File: src/rtl/vga_plot_pkg.sv
// vga_plot_pkg: shared widths, sweep limits and FSM state type for vga_plot_arbiter
package vga_plot_pkg;
  localparam int DEF_X_W = 8;
  localparam int DEF_Y_W = 7;
  localparam int DEF_C_W = 3;
  localparam int DEF_X_MAX = 159;
  localparam int DEF_Y_MAX = 119;
  typedef enum logic {S_IDLE, S_SWEEP} state_t;
endpackage

File: src/rtl/vga_plot_arbiter_rr_arbiter.sv
// rr_arbiter: combinational round-robin grant (req, ptr start index, en gate -> one-hot grant), nearest request at or above ptr wins
module rr_arbiter
  import vga_plot_pkg::*;
#(
  parameter int N = 4,
  parameter int PW = N > 1 ? $clog2(N) : 1
) (
  input  logic [N-1:0]  req,
  input  logic [PW-1:0] ptr,
  input  logic          en,
  output logic [N-1:0]  grant
);
  always_comb begin
    grant = '0;
    for (int k = N - 1; k >= 0; k--)
      if (en && req[(int'(ptr) + k) % N]) grant = N'(1) << ((int'(ptr) + k) % N);
  end
endmodule

File: src/rtl/vga_plot_arbiter.sv
// vga_plot_arbiter: round-robin share of the VGA pixel port (CLOCK_50, resetn, req_valid/ready/x/y/color, clear_start/color/busy, VGA_X/Y/COLOR, plot) with a priority clear sweeper; PLOT_COUNT_EN adds plot_count
module vga_plot_arbiter
  import vga_plot_pkg::*;
#(
  parameter int NREQ = 4,
  parameter int X_W = DEF_X_W,
  parameter int Y_W = DEF_Y_W,
  parameter int C_W = DEF_C_W,
  parameter int X_MAX = DEF_X_MAX,
  parameter int Y_MAX = DEF_Y_MAX
) (
  input  logic              CLOCK_50,
  input  logic              resetn,
  input  logic [NREQ-1:0]   req_valid,
  output logic [NREQ-1:0]   req_ready,
  input  logic [NREQ*X_W-1:0] req_x,
  input  logic [NREQ*Y_W-1:0] req_y,
  input  logic [NREQ*C_W-1:0] req_color,
  input  logic              clear_start,
  input  logic [C_W-1:0]    clear_color,
  output logic              clear_busy,
  output logic [X_W-1:0]    VGA_X,
  output logic [Y_W-1:0]    VGA_Y,
  output logic [C_W-1:0]    VGA_COLOR,
  output logic              plot
`ifdef PLOT_COUNT_EN
  ,
  output logic [31:0]       plot_count
`endif
);
  localparam int PW = NREQ > 1 ? $clog2(NREQ) : 1;
  state_t state;
  logic [PW-1:0] ptr, gidx;
  logic [X_W-1:0] sx;
  logic [Y_W-1:0] sy;
  logic [C_W-1:0] fill;
  logic xfer, x_end;
  rr_arbiter #(.N(NREQ), .PW(PW)) u_rr (
    .req(req_valid), .ptr(ptr), .en(state == S_IDLE), .grant(req_ready)
  );
  assign xfer = |req_ready;
  assign x_end = sx == X_W'(X_MAX);
  assign clear_busy = state == S_SWEEP;
  always_comb begin
    gidx = '0;
    for (int k = 0; k < NREQ; k++)
      if (req_ready[k]) gidx = PW'(k);
  end
  always_ff @(posedge CLOCK_50) begin
    if (!resetn) begin
      state <= S_IDLE;
      ptr <= '0;
      sx <= '0;
      sy <= '0;
      fill <= '0;
      VGA_X <= '0;
      VGA_Y <= '0;
      VGA_COLOR <= '0;
      plot <= 1'b0;
    end else if (state == S_SWEEP) begin
      VGA_X <= sx;
      VGA_Y <= sy;
      VGA_COLOR <= fill;
      plot <= 1'b1;
      sx <= x_end ? '0 : sx + 1'b1;
      sy <= x_end ? (sy == Y_W'(Y_MAX) ? '0 : sy + 1'b1) : sy;
      if (x_end && sy == Y_W'(Y_MAX)) state <= S_IDLE;
    end else begin
      plot <= xfer;
      if (xfer) begin
        VGA_X <= req_x[gidx*X_W +: X_W];
        VGA_Y <= req_y[gidx*Y_W +: Y_W];
        VGA_COLOR <= req_color[gidx*C_W +: C_W];
        ptr <= gidx == PW'(NREQ - 1) ? '0 : gidx + 1'b1;
      end
      if (clear_start) begin
        state <= S_SWEEP;
        sx <= '0;
        sy <= '0;
        fill <= clear_color;
      end
    end
  end
`ifdef PLOT_COUNT_EN
  always_ff @(posedge CLOCK_50) plot_count <= !resetn ? '0 : plot_count + 32'(plot);
`endif
endmodule
File: config.mk
export PLATFORM = sky130hd
export DESIGN_NAME = vga_plot_arbiter
export DESIGN_NICKNAME = d
export VERILOG_FILES = /design/src/rtl/vga_plot_pkg.sv /design/src/rtl/vga_plot_arbiter_rr_arbiter.sv /design/src/rtl/vga_plot_arbiter.sv
export SDC_FILE = /design/constraint.sdc
export NUM_CORES = 1
export LEC_CHECK = 0
export BUFFER_PORTS_ARGS = -buffer_cell sky130_fd_sc_hd__buf_2
export CORE_MARGIN = 2
export CORE_UTILIZATION = 30
export DETAILED_ROUTE_END_ITERATION = 7
export GPL_TIMING_DRIVEN = 0
export PLACE_DENSITY_LB_ADDON = 0.08
export SKIP_CTS_REPAIR_TIMING = 1
export SYNTH_ARGS = -nofsm -noshare
export SYNTH_HDL_FRONTEND = slang
export SYNTH_SLANG_ARGS = --single-unit
File: constraint.sdc
create_clock -name CLOCK_50 -period 8.11 [get_ports CLOCK_50]
set_input_delay 0.811 -clock CLOCK_50 [delete_from_list [all_inputs] [get_ports CLOCK_50]]
set_output_delay 0.811 -clock CLOCK_50 [all_outputs]
set_load 0.03 [all_outputs]
==> qor.csv <==
stage,metric,value,unit
synthesis,Yosys reg bits,40,
clock_tree,cts bufs inserted,5,
hold_path,HP Start,VGA_X[2],
job,Max-Cap Viols,0,
floorplan,Top Ports,106,
synthesis,post-synth design cell area,2670,sq um
sta,count of pins over their slew limit,0,
synthesis,"count leader, synth",dfxtp_1,
critical_path,WP data required,7.30,ns
critical_path,critical path type,reg -> out,
route,initial DRC count,137,
synthesis,ys async rst share,0,%
critical_path,Worst Reg-to-Reg Cells,12,
hold_path,Min-Delay Path Class,reg -> reg,
synthesis,Yosys top cell area share,30.0,%
sta,FMAX,246,MHz
sta,Setup Skew,0.00471,ns
critical_path,Reg2Reg Capture Point,VGA_Y[5],
sta,crit path time final,4.06,ns
synthesis,number of enable flip-flop cells after synthesis,0,
final_layout,Final #Nets,524,
route,Vias/cell,5.27,
critical_path,Startpoint Class,flop,
route,DR DRC count,0,
critical_path,flop2flop setup slack,4.68,ns
synthesis,Synth top cells by count,"dfxtp_1 (40), o21ai_0 (29), nor2_1 (27), a211oi_1 (19), a22oi_1 (19)",
sta,RSZ-0062 raised after global routing,false,
global_routing,Total Routing Usage GR,18.0,%
floorplan,die span in x,98.4,um
floorplan,die area,9670,sq um
clock_tree,"CTS clk-pin slew, worst paths",0.08,ns
route,DRT Wirelength,8.69,mm
sta,# setup viols final,0,
global_routing,vias in the first global route,2793,
final_layout,n_diodes,0,
route,WL/cell,16.0,um
synthesis,main flop type after synthesis,dfxtp_1,
power_and_ir_drop,Int Pwr,0.000563,W
power_and_ir_drop,Seq pwr share,24.1,%
clock_tree,clk buf depth,2,
floorplan,total core area,8680,sq um
clock_tree,clk sinks,40,
clock_tree,H-tree depth,2,
clock_tree,Root Buffer,clkbuf_8,
sta,Worst slew margin,42.7,%
clock_tree,clk_lat worst skew,0.29,ns
synthesis,"area leader, netlist",dfxtp_1,
place,HPWL Detailed,6.88,mm
place,GP Congestion,0.814,
sta,final hold violations,0,
synthesis,synth unique cells,58,
synthesis,register area share after synthesis,30.0,%
critical_path,FF-to-FF Start,ptr[1],
floorplan,starting density of the core,30.8,%
synthesis,Yosys warnings,0,
route,router iterations before antenna repair,4,
synthesis,cell count after synthesis,321,
power_and_ir_drop,PD cells,328,nW/um^2
floorplan,Die Height,98.4,um
global_routing,first-pass GRT wire length,14.1,mm
status,run status,"complete, no violations",
power_and_ir_drop,Leak Pwr,1.44,nW
sta,post-route worst setup slack,4.05,ns
power_and_ir_drop,peak supply drop,153,uV
route,via count,2858,
sta,ratio of final minimum period to clock period,50.1,%
synthesis,Avg Synthesized Cell Area,8.32,sq um
critical_path,WP data arrival,3.25,ns
synthesis,main area contributors after synthesis,"dfxtp_1 (30%), o21ai_0 (5.4%), a211oi_1 (5.3%)",
final_layout,Fill cells,973,
sta,worst-margin pin slew,0.850,ns
final_layout,layout cells sized above 1,33.2,%
global_routing,grt total ovfl,0,
final_layout,area delta synth->final,28.5,%
final_layout,area of the multi-input gates,1730,sq um
place,port bufs,105,
global_routing,largest net degree at the start of global routing,13,
global_routing,initial antenna violation count,0,
sta,Setup TNS,0,ns
route,Final ANT Viol Nets,0,
power_and_ir_drop,switching part of the total,50.0,%
place,Post-Place Worst Slack,4.33,ns
final_layout,sequential cell area,801,sq um
critical_path,CP Capture Type,output pin,
power_and_ir_drop,Clk pwr share,12.4,%
power_and_ir_drop,Net Sw Power,0.000564,W
clock_tree,CTS tree,done,
hold_path,Hold Path Depth,2,
floorplan,Rows,34,
power_and_ir_drop,logic gate share of total power,63.5,%
synthesis,syn_nets,412,
critical_path,crit-path max FO,10,
hold_path,Hold Path Sink,VGA_X[2],
## cells in the final DEF, fill, tap and decap left out, drive strengths merged, types with 3 or more instances in the layout
| cell type | netlist | layout |
|---|---|---|
| a211oi | 20 | 20 |
| a21oi | 10 | 10 |
| a22oi | 19 | 19 |
| and2 | 18 | 18 |
| and3 | 6 | 6 |
| buf | 11 | 116 |
| clkbuf | 11 | 17 |
| clkinv | 1 | 3 |
| dfxtp | 40 | 40 |
| ha | 9 | 9 |
| inv | 10 | 10 |
| mux2 | 5 | 5 |
| mux2i | 7 | 7 |
| nand2 | 9 | 9 |
| nand3 | 4 | 4 |
| nand4 | 4 | 4 |
| nor2 | 27 | 27 |
| nor2b | 3 | 3 |
| nor3b | 3 | 3 |
| o21ai | 30 | 30 |
| o31ai | 18 | 18 |
| or3 | 18 | 18 |
## state kept, by name, summed over array words and instances, names as in the netlist
| register | count |
|---|---|
| VGA_COLOR | 3 |
| VGA_X | 8 |
| VGA_Y | 7 |
| clear_busy | 1 |
| fill | 3 |
| plot | 1 |
| ptr | 2 |
| sx | 8 |
| sy | 7 |
## worst max-delay path by stage
stage	start	to	slack, ns	cells after the start
after global placement	ptr[1]	req_ready[2]	4.41	9
final	ptr[1]	req_ready[2]	4.05	9
after global routing	ptr[1]	req_ready[2]	3.80	9
after floorplan	ptr[0]	req_ready[2]	5.01	9
after CTS	ptr[1]	req_ready[2]	4.01	9
after detailed placement	ptr[1]	req_ready[2]	4.33	9
## layer usage
layer	vias to the layer above	routed length, um	track usage (%)
met4	0	62	4.11
met5	-	0	0
met1	1318	4150	24.8
met2	103	3980	29.5
met3	4	492	3.22
li1	1433	-	-
## cell type report
cell class	count	share of cell area [%]
plain buffers	22	3.14
clock inverters	2	0.292
repair buffers	105	15.3
clock buffers	6	2.41
well taps	108	3.94
inverters	11	1.20
flip-flops and latches	40	23.3
multi-input cells	248	50.4
## stage by stage
step | hold WS (ns) | instances | power [W] | instance area [sq um] | utilization (%)
after floorplan | 0.448 | 321 | 0.000784 | 2670 | -
after global placement | 0.475 | 534 | 0.000995 | 3330 | 38.4
after detailed placement | 0.482 | 534 | 0.000998 | 3330 | 38.4
after CTS | 0.502 | 542 | 0.00114 | 3420 | 39.5
after global routing | 0.523 | 542 | 0.00122 | 3430 | 39.5
final | 0.497 | 542 | 0.00113 | 3430 | 39.5
## critical path, stage by stage, from the launching register on
cell and delay (ns):
dfxtp_1 0.57, inv_1 0.18, ha_1 0.39, nor2b_1 0.18, a22o_1 0.28, and4bb_2 0.34
o21a_1 0.35, clkbuf_1 0.41, inv_1 0.07, buf_2 0.18
## cell families (layout without fill, tap and decap cells)
group	count (synthesis)	in the layout	synth area share, %
adders and majority gates	9	9	4.22
AOI/OAI and AO/OA	119	119	31.5
xor gates and xnor gates	4	4	1.31
buffers and inverters	33	146	5.57
muxes	12	12	5.29
DFF	40	40	30.0
and+or+nand+nor	104	104	22.1
## power by group through the flow
stage | clock, W | sequential, W | combinational, W
2_1_floorplan | 0 | 0.000344 | 0.000440
3_3_place_gp | 0 | 0.000276 | 0.000719
3_5_place_dp | 0 | 0.000277 | 0.000721
4_1_cts | 0.000142 | 0.000273 | 0.000722
5_1_grt | 0.000152 | 0.000278 | 0.000788
6_report | 0.000139 | 0.000272 | 0.000715
Power figures use the tool's default switching activity.
